[src/rtl/window_buffer_pkg.sv]
// Shared definitions for window_buffer: helper macros and controller state encoding.
// Optional status outputs (out_row, out_col, frame_done) are enabled with WINDOW_BUFFER_STATUS_EN.
`ifndef WINDOW_BUFFER_DEFS
`define WINDOW_BUFFER_DEFS
`define LOG2(x) (((x) > 1) ? $clog2(x) : 1)
`define L(i, w) (((i) + 1) * (w) - 1)
`define R(i, w) ((i) * (w))
`endif

package window_buffer_pkg;

  typedef enum logic [1:0] {
    ST_IDLE   = 2'd0,
    ST_FILL   = 2'd1,
    ST_STREAM = 2'd2,
    ST_LAST   = 2'd3
  } wb_state_t;

endpackage

[src/rtl/block_ram.sv]
// Single-port line memory: synchronous write, asynchronous read of the pre-write contents.
// Contents are never cleared; readers gate stale data themselves.
module block_ram #(
  parameter int DATA_W = 8,
  parameter int DEPTH  = 32
) (
  input  logic                      clk,
  input  logic                      we,
  input  logic [`LOG2(DEPTH)-1:0]   addr,
  input  logic [DATA_W-1:0]         wr_data,
  output logic [DATA_W-1:0]         rd_data
);

  logic [DATA_W-1:0] mem [DEPTH];

  always_ff @(posedge clk) begin
    if (we) mem[addr] <= wr_data;
  end

  assign rd_data = mem[addr];

endmodule

[src/rtl/register.sv]
// Enabled data register with asynchronous active-high clear.
module register #(
  parameter int WIDTH = 8
) (
  input  logic             clk,
  input  logic             rst,
  input  logic             en,
  input  logic [WIDTH-1:0] d,
  output logic [WIDTH-1:0] q
);

  always_ff @(posedge clk or posedge rst) begin
    if (rst)     q <= '0;
    else if (en) q <= d;
  end

endmodule

[src/rtl/window_buffer_ctrl.sv]
// Raster counters, frame FSM and window eligibility for window_buffer.
// With WINDOW_BUFFER_STATUS_EN it also produces centre-tap coordinates and frame_done.
//
// state     | meaning
// ST_IDLE   | waiting for the first pixel of a frame
// ST_FILL   | priming the line buffers with the first FILTER_SIZE-1 rows
// ST_STREAM | windows are being produced
// ST_LAST   | final pixel of the frame accepted; one enabled cycle
module window_buffer_ctrl
  import window_buffer_pkg::*;
#(
  parameter int FILTER_SIZE  = 3,
  parameter int IMAGE_WIDTH  = 32,
  parameter int IMAGE_HEIGHT = 32,
  parameter int STRIDE       = 1
) (
  input  logic                            clk,
  input  logic                            rst,
  input  logic                            clk_en,
  input  logic                            in_valid,
  output logic                            accept,
  output logic [`LOG2(IMAGE_WIDTH)-1:0]   col,
  output logic                            out_valid
`ifdef WINDOW_BUFFER_STATUS_EN
  ,
  output logic [`LOG2(IMAGE_HEIGHT)-1:0]  out_row,
  output logic [`LOG2(IMAGE_WIDTH)-1:0]   out_col,
  output logic                            frame_done
`endif
);

  localparam int COL_W = `LOG2(IMAGE_WIDTH);
  localparam int ROW_W = `LOG2(IMAGE_HEIGHT);
  localparam int EDGE  = FILTER_SIZE - 1;
  localparam int HALF  = (FILTER_SIZE - 1) / 2;

  logic [ROW_W-1:0] row;
  logic             last_col, last_row;
  logic [ROW_W-1:0] row_off;
  logic [COL_W-1:0] col_off;
  logic             row_ok, col_ok, eligible;
  wb_state_t        state, state_next;

  assign accept   = clk_en & in_valid;
  assign last_col = (col == COL_W'(IMAGE_WIDTH - 1));
  assign last_row = (row == ROW_W'(IMAGE_HEIGHT - 1));

  always_ff @(posedge clk or posedge rst) begin
    if (rst) begin
      col <= '0;
      row <= '0;
    end else if (accept) begin
      if (last_col) begin
        col <= '0;
        row <= last_row ? '0 : row + 1'b1;
      end else begin
        col <= col + 1'b1;
      end
    end
  end

  // Column test also keeps windows from straddling a row wrap.
  assign row_off  = row - ROW_W'(EDGE);
  assign col_off  = col - COL_W'(EDGE);
  assign row_ok   = (row >= ROW_W'(EDGE)) && ((row_off % ROW_W'(STRIDE)) == '0);
  assign col_ok   = (col >= COL_W'(EDGE)) && ((col_off % COL_W'(STRIDE)) == '0);
  assign eligible = row_ok & col_ok;

  always_ff @(posedge clk or posedge rst) begin
    if (rst) state <= ST_IDLE;
    else     state <= state_next;
  end

  always_comb begin
    state_next = state;
    unique case (state)
      ST_IDLE:   if (accept) state_next = ST_FILL;
      ST_FILL:   if (accept && row == ROW_W'(EDGE) && col == '0) state_next = ST_STREAM;
      ST_STREAM: if (accept && last_col && last_row) state_next = ST_LAST;
      ST_LAST:   if (clk_en) state_next = ST_IDLE;
      default:   state_next = ST_IDLE;
    endcase
  end

  always_ff @(posedge clk or posedge rst) begin
    if (rst)         out_valid <= 1'b0;
    else if (clk_en) out_valid <= in_valid & eligible;
  end

`ifdef WINDOW_BUFFER_STATUS_EN
  always_ff @(posedge clk or posedge rst) begin
    if (rst) begin
      out_row <= '0;
      out_col <= '0;
    end else if (accept && eligible) begin
      out_row <= row - ROW_W'(HALF);
      out_col <= col - COL_W'(HALF);
    end
  end

  assign frame_done = (state == ST_LAST);
`endif

endmodule

[src/rtl/window_buffer.sv]
// Sliding FILTER_SIZE x FILTER_SIZE window over a raster pixel stream, built from line buffers and a tap array.
// Define WINDOW_BUFFER_STATUS_EN to add out_row, out_col and frame_done.
module window_buffer
  import window_buffer_pkg::*;
#(
  parameter int FILTER_SIZE  = 3,
  parameter int IMAGE_WIDTH  = 32,
  parameter int IMAGE_HEIGHT = 32,
  parameter int D_WIDTH      = 8,
  parameter int CHANNELS     = 1,
  parameter int STRIDE       = 1
) (
  input  logic                                                 clk,
  input  logic                                                 rst,
  input  logic                                                 clk_en,
  input  logic                                                 in_valid,
  input  logic [D_WIDTH*CHANNELS-1:0]                          in_data,
  output logic                                                 out_valid,
  output logic [D_WIDTH*CHANNELS*FILTER_SIZE*FILTER_SIZE-1:0]  out_data
`ifdef WINDOW_BUFFER_STATUS_EN
  ,
  output logic [`LOG2(IMAGE_HEIGHT)-1:0]                       out_row,
  output logic [`LOG2(IMAGE_WIDTH)-1:0]                        out_col,
  output logic                                                 frame_done
`endif
);

  localparam int PIX_W = D_WIDTH * CHANNELS;
  localparam int COL_W = `LOG2(IMAGE_WIDTH);

  logic             accept;
  logic [COL_W-1:0] col;
  logic [PIX_W-1:0] col_new [FILTER_SIZE];
  logic [PIX_W-1:0] lb_rd   [FILTER_SIZE-1];
  logic [PIX_W-1:0] tap_q   [FILTER_SIZE][FILTER_SIZE];

  window_buffer_ctrl #(
    .FILTER_SIZE  (FILTER_SIZE),
    .IMAGE_WIDTH  (IMAGE_WIDTH),
    .IMAGE_HEIGHT (IMAGE_HEIGHT),
    .STRIDE       (STRIDE)
  ) u_ctrl (
    .clk        (clk),
    .rst        (rst),
    .clk_en     (clk_en),
    .in_valid   (in_valid),
    .accept     (accept),
    .col        (col),
    .out_valid  (out_valid)
`ifdef WINDOW_BUFFER_STATUS_EN
    ,
    .out_row    (out_row),
    .out_col    (out_col),
    .frame_done (frame_done)
`endif
  );

  assign col_new[FILTER_SIZE-1] = in_data;

  // Line buffer j holds row (current - (FILTER_SIZE-1-j)); rows cascade towards index 0 on each write.
  for (genvar j = 0; j < FILTER_SIZE - 1; j++) begin : g_line
    logic [PIX_W-1:0] wr_data;

    if (j == FILTER_SIZE - 2) begin : g_top
      assign wr_data = in_data;
    end else begin : g_mid
      assign wr_data = lb_rd[j+1];
    end

    block_ram #(
      .DATA_W (PIX_W),
      .DEPTH  (IMAGE_WIDTH)
    ) u_lb (
      .clk     (clk),
      .we      (accept),
      .addr    (col),
      .wr_data (wr_data),
      .rd_data (lb_rd[j])
    );

    assign col_new[j] = lb_rd[j];
  end

  for (genvar r = 0; r < FILTER_SIZE; r++) begin : g_row
    for (genvar c = 0; c < FILTER_SIZE; c++) begin : g_col
      logic [PIX_W-1:0] d;

      if (c == FILTER_SIZE - 1) begin : g_newest
        assign d = col_new[r];
      end else begin : g_shift
        assign d = tap_q[r][c+1];
      end

      register #(.WIDTH(PIX_W)) u_tap (
        .clk (clk),
        .rst (rst),
        .en  (accept),
        .d   (d),
        .q   (tap_q[r][c])
      );

      assign out_data[`L(r*FILTER_SIZE+c, PIX_W):`R(r*FILTER_SIZE+c, PIX_W)] = tap_q[r][c];
    end
  end

endmodule

[config.mk]
export PLATFORM = sky130hd
export DESIGN_NAME = window_buffer
export DESIGN_NICKNAME = d
export VERILOG_FILES = /design/src/rtl/window_buffer_pkg.sv /design/src/rtl/block_ram.sv /design/src/rtl/register.sv /design/src/rtl/window_buffer_ctrl.sv /design/src/rtl/window_buffer.sv
export SDC_FILE = /design/constraint.sdc
export NUM_CORES = 1
export LEC_CHECK = 0
export ABC_AREA = 1
export BUFFER_PORTS_ARGS = -buffer_cell sky130_fd_sc_hd__buf_2
export CAP_MARGIN = 10
export CORE_UTILIZATION = 35
export CTS_CLUSTER_SIZE = 24
export DETAILED_ROUTE_END_ITERATION = 7
export SLEW_MARGIN = 20
export SYNTH_ARGS = -nofsm -noshare
export SYNTH_HDL_FRONTEND = slang
export SYNTH_HIERARCHICAL = 1
export SYNTH_SLANG_ARGS = --single-unit
[constraint.sdc]
create_clock -name clk -period 2.6 [get_ports clk]
set_input_delay 0 -clock clk [delete_from_list [all_inputs] [get_ports clk]]
set_output_delay 0 -clock clk [all_outputs]
set_load 0.02 [all_outputs]
== After elaboration in Yosys (flattened, before gate mapping) ==
Memory sizes are Yosys's and may differ from the RTL's. A register that Yosys moved wholly into a read port is not among the register bits.
Cells that the tools add are included.
W data, S select, Z words.
Cells by class
  reductions and logical operators: 1
  bitwise logic cells: 3
  add/subtract/negate cells: 2
  $lt $le $gt $ge: 2
  multiplexer cells: 4
  equality and inequality tests: 2
Operators by type and width (number)
  $add A5 B1 Y5 const B: 2
  $eq A5 B5 Y1 const B: 2
  $ge A5 B2 Y1 const B: 2
  $mux W5: 2
  $and A1 B1 Y1: 3
  $mux W1: 2
  $reduce_and A2 Y1: 1
Storage, ports and cells
  output and inout bits: 73
  RAM bits: 512
  bits of input ports: 12
  register bits after elaboration: 75
  memories: 2
  logic and storage cells: 27
Memories
  g_line[0].u_lb.mem: depth 32, width 8, read ports 1, clocked after memory_dff 1, wr ports 1, line block_ram.sv:14  | logic [DATA_W-1:0] mem [DEPTH];
  g_line[1].u_lb.mem: depth 32, width 8, read ports 1, clocked after memory_dff 0, wr ports 1, line block_ram.sv:14

== Logic depth before layout (Yosys ltp) ==
Gate-level depths: netlist of run 1.
  depth in word-level cells: 3
  mapped depth: 14
  gate-level depth less buffers: 11

== Cells and area by module ==
Netlist of run 1, hierarchy kept.
By module, submodules not included
  block_ram: seq. area each 7687.4 um^2, area an instance 10827.9 um^2, instances 2, cells an instance 1055
  register: seq. area each 200.2 um^2, area an instance 309.0 um^2, instances 9, cells an instance 35
  window_buffer_ctrl: seq. area each 275.3 um^2, area an instance 633.1 um^2, instances 1, cells an instance 77

== Least setup slack after synthesis of run 1 ==
OpenSTA, ideal clock, no wires.
  path kind: flip-flop to flip-flop
  start point: reg u_ctrl.col[1]
  end point: mem g_line[0].u_lb.mem[0][2] (data pin)
  arrival: 1700 ps
  setup slack: 618 ps
  cell stages (with the launch flop): 10
  clock period less this slack: 1982 ps
  setup time: 281 ps
  path buffers: 2
  required time: 2319 ps
  path through: dfrtp_1 > inv_2 > buf_2 > clkbuf_1 > nand2_1 > nand2_1 > nand2_1 > nand2_1 > nor2_1 > nand2_1
Between the ends
  word-level cells in the longest chain between the ends: 1
RTL lines
  start: declaration: line window_buffer_ctrl.sv:22  | output logic [`LOG2(IMAGE_WIDTH)-1:0] col,
  start signal: assignment: line window_buffer_ctrl.sv:57  | col <= col + 1'b1;
  $mem_v2 Z32 W8
  via g_line[0].wr_data[2]: line window_buffer.sv:62  | logic [PIX_W-1:0] wr_data;
  end: declaration: line block_ram.sv:14
The timed path passes the listed nets, and every way through them passes these cells.

== Worst setup path after layout of run 1 ==
  start point: reg u_ctrl.col[0]
  end point: mem g_line[0].u_lb.mem[22][5] (data pin)
The elaborated chain is that of the path after synthesis.

==> results of run 1 <==
## cell usage after synthesis (2+ instances only)
cell         n  share of area
buf_4       26         0.0078
nand2_2      3        0.00075
nor2_1     106          0.016
nor3_2      16         0.0064
clkbuf_1    16         0.0024
nand2_1   1591           0.24
nand3_1     13         0.0026
inv_2       27         0.0040
buf_6       11         0.0049
inv_1       28         0.0042
buf_2       48         0.0096
o21ai_0      2        0.00040
edfxtp_1   512           0.61
a21oi_1      5         0.0010
ha_1         6         0.0030
dfrtp_1     83          0.083
## power by group
part	internal, mW	switching, mW
Clock	5.53	3.82
Sequential	12.3	0.518
Combinational	2.37	6.23
Total	20.2	10.6
## worst min path at each step
stage | cells after the start | slack (ns) | to | startpoint
detailed placement | 2 | 0.22 | g_row[1].g_col[1].u_tap/q[4] | rst
CTS | 1 | 0.002 | g_line[1].u_lb/mem[6][6] | in_data[6]
global route | 1 | 0.04 | g_line[1].u_lb/mem[6][6] | in_data[6]
finish | 1 | 0.02 | g_line[1].u_lb/mem[6][6] | in_data[6]
global placement | 2 | 0.22 | g_row[1].g_col[1].u_tap/q[1] | rst
floorplan | 1 | -0.18 | g_row[0].g_col[0].u_tap/q[0] | rst
## logic make-up (layout without fill, tap and decap cells)
kind of cell	Yosys count	in the layout
simple gates	1732	1732
flops	595	595
fa+ha+maj	6	6
compound gates	11	11
buf+inv	158	382
## state kept, by name (all words and copies together) (netlist names)
| signal | count |
|---|---|
| g_row.g_col.u_tap/q | 72 |
| g_line.u_lb/mem | 512 |
| u_ctrl/col | 5 |
| u_ctrl/row | 5 |
| u_ctrl/out_valid | 1 |
## final cells by class
type                            instances  area share
Sequential cell                       595       0.595
Multi-Input combinational cell       1749       0.231
Clock buffer                           87      0.0611
Timing Repair Buffer                  202      0.0512
Tap cell                              940      0.0401
Clock inverter                         36      0.0136
Inverter                               57     0.00759
## worst max-delay path: cells and delay by family (launching register included)
kind / cells / cell delay (ns)
AND/OR/NAND/NOR: 8 / 0.92
buffers and inverters: 3 / 0.54
flip-flops: 1 / 0.49
## metal layers
layer | up-vias | part of all wire | global-route usage
met4 | 0 | 0.021 | 0.0483
met5 | - | 0 | 0
met1 | 8074 | 0.44 | 0.215
li1 | 8349 | - | -
met3 | 87 | 0.049 | 0.0289
met2 | 380 | 0.49 | 0.280
## through the flow
step | util | instance area [µm²] | std cells | power, mW | hold WS, ns
3_3_place_gp | 0.384 | 27100 | 3535 | 21.6 | 0.217
6_report | 0.417 | 29300 | 3666 | 30.8 | 0.0239
3_5_place_dp | 0.384 | 27100 | 3535 | 21.8 | 0.218
4_1_cts | 0.417 | 29300 | 3666 | 31.1 | 0.00235
5_1_grt | 0.417 | 29300 | 3666 | 32.3 | 0.0376
2_1_floorplan | - | 25100 | 2502 | 18.0 | -0.184
## repair_timing
item,in CTS,in global routing
hold endpoints to repair,136,0
hold buffers,8,0
buffers inserted,0,0
==> flow_summary_export.csv, run 1 <==
group,metric,value,unit
status,outcome,"finished clean",
routing,viasPerCell,4.61,
routing,drt_wl_total,59800,µm
critical_path,r2r-end,"g_line[0].u_lb/mem[22][5]",
synth,synth_compound_area_frac,0.00270,
critical_path,endpoint_kind,"register",
critical_path,cpMaxStageDelayCell,"dfrtp_4",
clock_network,clkTransAtPathRegs,0.06,ns
sta,slew_headroom,0.473,
synth,seq_area_frac_synth,0.696,
job,drv_cap,0,
routing,dr.pass1.iters,5,
routing,vias,16890,
clock_network,h-tree-depth,3,
finish,multi_input_area,6780,µm²
finish,fin_nets,2690,
sta,clock-skew-final,0.0203,ns
finish,final_common_cell,"nand2_1",
clock_network,cts_buffer_depth,3,
critical_path,r2r_cells,11,
clock_network,cts_repair_resize_count,0,
critical_path,crit_chain,"clkinv_2 -> buf_12 -> nand2_1 -> nand2_1 -> nand2_1 -> nand2_1 -> nand2_1 -> nand2_1 -> nor2_1 -> nand2_1 -> buf_12",
critical_path,endpoint,"g_line[0].u_lb/mem[22][5]",
finish,mostFrequentLayoutCells,"nand2_1 (1591), edfxtp_1 (512), nor2_1 (106)",
critical_path,crit_type,"reg2reg",
critical_path,critical_path.most_common_cell,"nand2_1",
sta,finalHoldViolCount,0,
synth,synthSimpleGateAreaFrac,0.265,
grt,antenna_found_initial,0,
routing,drc,0,
routing,drtAntennaViolNets,0,
critical_path,cp-start-kind,"register",
clock_network,root_buffer,"clkbuf_16",
critical_path,cp-startpoint,"u_ctrl/col[0]",
power,p_per_area,1050,nW/µm²
clock_network,clock-sinks,595,
synth,syn_nets,2520,
floorplan,start_util,0.356,
placed_design,preCtsSetupSlack,0.310,ns
power,leakagePower,12.8,nW
sta,finalCritPeriodShare,0.889,
critical_path,r2r_slack,0.29,ns
grt,grt_pass1_wl,94100,µm
placed_design,io_buffers,84,
finish,syn_to_final_growth,17.0,%
sta,max_freq,433,MHz
synth,synth_cell_types,25,
floorplan,top_level_ports,85,
synth,synthCells,2502,
synth,synthXorXnorAreaFrac,0,
floorplan,die_area,72700,µm²
power,ir_drop,0.725,mV
critical_path,crit_arrival,2.64,ns
sta,period_needed,2.31,ns
grt,globalRoute.totalOverflow,0,
clock_network,cts_tree,"done",
sta,grt_setup_unrepaired,"no",
critical_path,crit_path_max_fanout,98,
synth,synth.avg_cell_area,10.0,µm²
floorplan,die_h,270,µm
floorplan,die_w,270,µm
synth,ys_ff_latch,595,
sta,finalSetupViolCount,0,
critical_path,cp.required,2.93,ns
clock_network,cts_buffers,67,
placed_design,hpwlAfterDp,36500,µm
synth,ys_warn_count,6,
clock_network,clock_latency,0.61,ns
sta,tightest_slew,0.791,ns
critical_path,r2r-start,"u_ctrl/col[0]",
synth,synth_top_family_by_area,"simple AND/OR/NAND/NOR gates",
placed_design,gp_congestion,0.832,
finish,ff_latch_area,17500,µm²
grt,track_usage,0.165,
finish,antenna_cells,0,
synth,yosys-mux-area-fraction,0,
finish,drive_gt1_frac,0.126,
worst_hold_path,hold_path_class,"in2reg",
synth,synth_adder_area_share,0.00299,
grt,grt_max_degree,111,
synth,syn-cell-area,25100,µm²
routing,avgRoutedWirePerCell,16.3,µm
floorplan,num_rows,97,
sta,finalSetupTns,0,ns
floorplan,core-area,70400,µm²
critical_path,slowest_delay,0.49,ns
synth,synthFlopType,"edfxtp_1",
synth,synth_edf_count,512,
finish,n_fill_cell,6746,
synth,ys_async_sr_fraction,0.139,
grt,grt_pass1_vias,16805,
sta,drv_slew,0,
routing,drt_iter0_drc,1208,
sta,setup_ws,0.290,ns
No activity file was read; power rests on OpenSTA's default activity.
==> run 2, diff against run 1 <==
--- a/config.mk
+++ b/config.mk
@@ -11,6 +11,8 @@
 export CORE_UTILIZATION = 35
 export CTS_CLUSTER_SIZE = 24
 export DETAILED_ROUTE_END_ITERATION = 7
+export HOLD_SLACK_MARGIN = 0.15
+export PLACE_DENSITY = 0.54
 export SLEW_MARGIN = 20
 export SYNTH_ARGS = -nofsm -noshare
 export SYNTH_HDL_FRONTEND = slang
==> run 2 against run 1 <==
Against the previous run: critical path depth is 1 lower; sequential power hardly changed; non-clock buffer count is 16 higher; total power is 0.89% lower; worst setup slack worse by 0.051 ns; critical path type unchanged; largest cell class unchanged; register-to-register slack worse by 0.05 ns.
==> flow_summary_export.csv, run 2 (synthesis results as in run 1) <==
group,metric,value,unit
power,p_sw,10.7,mW
routing,drtAntennaViolNets,0,
critical_path,crit_arrival,2.89,ns
critical_path,cp.required,3.13,ns
finish,top_regs,"g_line.u_lb/mem x512, g_row.g_col.u_tap/q x72",
floorplan,die_h,270,µm
grt,grt_pass1_vias,17186,
power,leakagePower,12.8,nW
grt,track_usage,0.175,
finish,fin_nets,2705,
routing,avgRoutedWirePerCell,17.2,µm
sta,hold_slack,0.249,ns
clock_network,post-cts-setup-buffer-count,0,
finish,final_cells,3681,
power,pwr-share-clk,0.289,
sta,grt_setup_unrepaired,"no",
power,pwr-share-comb,0.289,
power,p_int,19.8,mW
finish,regMostFlops,"g_line.u_lb/mem",
sta,period_needed,2.36,ns
finish,fin_util,0.416,
clock_network,clock_latency,0.60,ns
floorplan,die_w,270,µm
critical_path,crit_type,"reg2reg",
clock_network,clock-sinks,595,
clock_network,root_buffer,"clkbuf_16",
routing,viasPerCell,4.61,
finish,fin_area,29300,µm²
clock_network,cts_buffer_depth,3,
floorplan,top_level_ports,85,
grt,antenna_found_initial,1,
finish,largest_reg_flops,512,
critical_path,endpoint_kind,"register",
placed_design,hpwlAfterDp,38600,µm
sta,tightest_slew,0.889,ns
grt,globalRoute.totalOverflow,0,
critical_path,crit_path_max_fanout,33,
sta,finalHoldViolCount,0,
job,drv_cap,0,
placed_design,gp_congestion,0.809,
routing,drt_wl_total,63300,µm
power,ir_drop,0.779,mV
sta,slew_headroom,0.407,
grt,grt_max_degree,127,
finish,mostFrequentLayoutCells,"nand2_1 (1591), edfxtp_1 (512), buf_4 (107)",
placed_design,place_area,27100,µm²
floorplan,num_rows,97,
routing,dr.pass1.iters,5,
clock_network,h-tree-depth,3,
power,power,30.5,mW
routing,vias,16961,
clock_network,cts_tree,"done",
sta,max_freq,423,MHz
power,power_frac_seq,0.422,
routing,drc,0,
finish,n_fill_cell,6904,
clock_network,cts_buffers,66,
power,p_per_area,1040,nW/µm²
status,outcome,"finished clean",
sta,finalSetupViolCount,0,
finish,drive_gt1_frac,0.127,
sta,finalCritPeriodShare,0.908,
floorplan,die_area,72700,µm²
sta,setup_ws,0.239,ns
finish,final_common_cell,"nand2_1",
sta,finalSetupTns,0,ns
grt,grt_pass1_wl,98800,µm
power,netSwitchingFraction,0.351,
clock_network,clkTransAtPathRegs,0.06,ns
routing,drt_iter0_drc,1285,
critical_path,cp-start-kind,"register",
placed_design,dp_cells,3546,
sta,clock-skew-final,0.0215,ns
placed_design,preCtsSetupSlack,0.278,ns
floorplan,core-area,70400,µm²
sta,drv_slew,0,
worst_hold_path,hold_path_class,"in2reg",
placed_design,io_buffers,84,
finish,syn_to_final_growth,16.9,%
floorplan,start_util,0.356,
## run 2: final timing paths
check / startpoint / to / slack (ns) / cells after the start
min in group asynchronous: rst / g_row[1].g_col[0].u_tap/q[4] / 0.65 / 4
max: u_ctrl/col[2] / g_row[1].g_col[2].u_tap/q[1] / 0.24 / 10
max reg2reg: u_ctrl/col[2] / g_row[1].g_col[2].u_tap/q[1] / 0.24 / 10
min reg2reg: g_row[0].g_col[0].u_tap/q[4] / g_row[0].g_col[0].u_tap/q[4] / 0.47 / 2
min: clk_en / u_ctrl/out_valid / 0.25 / 5
max in group asynchronous: rst / g_row[2].g_col[2].u_tap/q[0] / 1.05 / 5
## run 2: power groups by stage
stage / clock network [mW] / logic, mW / registers [mW]
6_report: 8.83 / 8.82 / 12.9
5_1_grt: 9.38 / 9.75 / 13.0
4_1_cts: 9.07 / 8.98 / 12.9
3_5_place_dp: 0 / 8.92 / 13.1
3_3_place_gp: 0 / 8.84 / 13.0
2_1_floorplan: 0 / 4.61 / 13.4
## run 2: layout make-up
| cell class | instances | area (µm²) | area share |
|---|---|---|---|
| repair buffers | 218 | 1630 | 0.0558 |
| clock inverters | 43 | 317 | 0.0108 |
| diodes | 1 | 2.50 | 0.0000854 |
| multi-input cells | 1749 | 6780 | 0.231 |
| flip-flops and latches | 595 | 17500 | 0.596 |
| well taps | 940 | 1180 | 0.0401 |
| inverters | 57 | 223 | 0.00760 |
| clock buffers | 78 | 1720 | 0.0586 |
## run 2: worst max-delay path, cell delays in order (launching register included)
cell and delay, ns:
dfrtp_1 0.71, inv_2 0.15, nor3_2 0.31, buf_4 0.23
nand2_1 0.07, nand2_1 0.13, nor2_1 0.11, nand2_1 0.15
buf_12 0.25, nand2_1 0.08, nand2_1 0.08
## run 2: metal layers
| layer | track usage | share of wire | wire length, µm |
|---|---|---|---|
| met1 | 0.228 | 0.44 | 28000 |
| met2 | 0.299 | 0.49 | 31100 |
| met3 | 0.0256 | 0.041 | 2570 |
| met4 | 0.0568 | 0.025 | 1580 |
| met5 | 0 | 0 | 0 |
## run 2: timing repair
| item | in CTS | in global routing |
|---|---|---|
| gates resized for setup | 0 | 0 |
| endpoints found under the setup margin | 0 | 0 |
| endpoints found under the hold margin | 358 | 0 |
| hold buffers | 13 | 0 |
==> run 3, diff against run 2 <==
--- a/config.mk
+++ b/config.mk
@@ -8,6 +8,7 @@
 export ABC_AREA = 1
 export BUFFER_PORTS_ARGS = -buffer_cell sky130_fd_sc_hd__buf_2
 export CAP_MARGIN = 10
+export CORE_ASPECT_RATIO = 0.9
 export CORE_UTILIZATION = 35
 export CTS_CLUSTER_SIZE = 24
 export DETAILED_ROUTE_END_ITERATION = 7
==> run 3 against run 2 <==
Against the previous run: final cell count down 0.14%; flip-flop and latch count unchanged; core utilization is essentially flat; clock power fell by 0.7%; total power rose by 0.21%; non-clock buffer count increased by 2; first-iteration DRC count is 4.4% higher; combinational power increased by 2.4%; die area about the same.
==> flow_summary_export.csv, run 3 (synthesis results as in run 1) <==
group,metric,value,unit
grt,grt_pass1_wl,96800,µm
power,pwr-share-comb,0.295,
floorplan,die_h,256,µm
status,outcome,"finished clean",
clock_network,cts_hold_buf,14,
job,drv_cap,0,
power,pwr-share-clk,0.287,
clock_network,clock-sinks,595,
clock_network,cts_tree,"done",
floorplan,die_w,284,µm
finish,fin_nets,2702,
routing,vias,17025,
sta,period_needed,2.29,ns
floorplan,start_util,0.356,
routing,drtAntennaViolNets,0,
power,leakagePower,12.9,nW
floorplan,die_area,72700,µm²
routing,drt_wl_total,61500,µm
sta,finalHoldViolCount,0,
clock_network,h-tree-depth,2,
clock_network,root_buffer,"clkbuf_16",
finish,antenna_cells,0,
sta,setup_ws,0.306,ns
sta,max_freq,436,MHz
power,power_frac_seq,0.418,
sta,slew_headroom,0.439,
grt,grt_max_degree,82,
critical_path,endpoint_kind,"register",
grt,track_usage,0.170,
placed_design,preCtsSetupSlack,0.272,ns
finish,final_cells,3676,
critical_path,slowest_delay,0.48,ns
clock_network,cts_buffer_depth,3,
finish,regMostFlops,"g_line.u_lb/mem",
finish,drive_gt1_frac,0.126,
sta,hold_slack,0.364,ns
grt,antenna_found_initial,2,
power,power,30.6,mW
sta,finalSetupTns,0,ns
critical_path,cpMaxStageDelayCell,"dfrtp_4",
critical_path,crit_path_max_fanout,81,
placed_design,io_buffers,84,
placed_design,gp_congestion,0.848,
clock_network,clock_latency,0.65,ns
grt,globalRoute.totalOverflow,0,
power,p_sw,10.7,mW
sta,clock-skew-final,0.0715,ns
floorplan,num_rows,92,
sta,grt_setup_unrepaired,"no",
clock_network,clkTransAtPathRegs,0.06,ns
routing,drt_iter0_drc,1341,
routing,avgRoutedWirePerCell,16.7,µm
power,ir_drop,0.826,mV
power,p_int,19.9,mW
worst_hold_path,hold_path_class,"in2reg",
critical_path,cp.required,3.14,ns
finish,largest_reg_flops,512,
routing,viasPerCell,4.63,
finish,mostFrequentLayoutCells,"nand2_1 (1591), edfxtp_1 (512), nor2_1 (106)",
finish,fin_util,0.417,
floorplan,top_level_ports,85,
placed_design,hpwlAfterDp,37100,µm
power,netSwitchingFraction,0.350,
finish,final_common_cell,"nand2_1",
sta,tightest_slew,0.841,ns
critical_path,crit_chain,"buf_12 -> clkinv_2 -> buf_12 -> nand2_1 -> nand2_1 -> nand2_1 -> nand2_1 -> nand2_1 -> nand2_1 -> nor2_1 -> nand2_1 -> nand2_1 -> nand2_1",
placed_design,dp_cells,3547,
sta,finalSetupViolCount,0,
critical_path,crit_type,"reg2reg",
critical_path,crit_arrival,2.83,ns
power,p_per_area,1040,nW/µm²
finish,fin_area,29400,µm²
routing,dr.pass1.iters,5,
clock_network,post-cts-setup-buffer-count,0,
floorplan,core-area,70400,µm²
finish,top_regs,"g_line.u_lb/mem x512, g_row.g_col.u_tap/q x72",
grt,grt_pass1_vias,16862,
routing,drc,0,
clock_network,cts_buffers,61,
clock_network,cts_repair_resize_count,0,
sta,finalCritPeriodShare,0.882,
finish,syn_to_final_growth,17.1,%
critical_path,critical_path.most_common_cell,"nand2_1",
placed_design,place_area,27200,µm²
sta,drv_slew,0,
critical_path,cp-start-kind,"register",
## run 3: path summary, 6_finish.rpt
check,end,slack (ns),start,cells after the start
max in group asynchronous,g_row[1].g_col[1].u_tap/q[5],0.91,rst,5
worst min register to register,g_row[0].g_col[0].u_tap/q[0],0.47,g_row[0].g_col[0].u_tap/q[0],2
worst min-delay path,u_ctrl/col[1],0.36,in_valid,4
worst max register to register,g_row[0].g_col[2].u_tap/q[4],0.31,u_ctrl/col[0],13
min in group asynchronous,u_ctrl/col[3],0.63,rst,4
worst max-delay path,g_row[0].g_col[2].u_tap/q[4],0.31,u_ctrl/col[0],13
## run 3: final cells by class
| type | instances | area [µm²] |
|---|---|---|
| clock buffer | 74 | 1600 |
| clock inverter | 41 | 412 |
| fill | 6850 | 41100 |
| inverter | 57 | 223 |
| multi-input combinational | 1749 | 6780 |
| sequential | 595 | 17500 |
| tap | 940 | 1180 |
| timing repair buffer | 220 | 1710 |
## run 3: power groups by stage
| stage | clock, mW | combinational, mW | sequential [mW] |
|---|---|---|---|
| finish | 8.77 | 9.03 | 12.8 |
| global route | 9.37 | 9.98 | 12.9 |
| CTS | 9.00 | 9.14 | 12.8 |
| detailed placement | 0 | 9.10 | 13.0 |
| global placement | 0 | 9.03 | 13.0 |
| floorplan | 0 | 4.61 | 13.4 |
## run 3: metal layers
metal,wire (µm),GRT usage,vias up
met5,17,0,-
li1,-,-,8382
met4,1100,0.0414,2
met3,3830,0.0299,74
met2,27600,0.266,448
met1,29000,0.245,8119
## run 3: worst max-delay path, delay by kind of cell (launching register included)
kind                   cells  cell delay, ns
buffers and inverters      3            0.73
DFF                        1            0.48
and+or+nand+nor           10            0.90
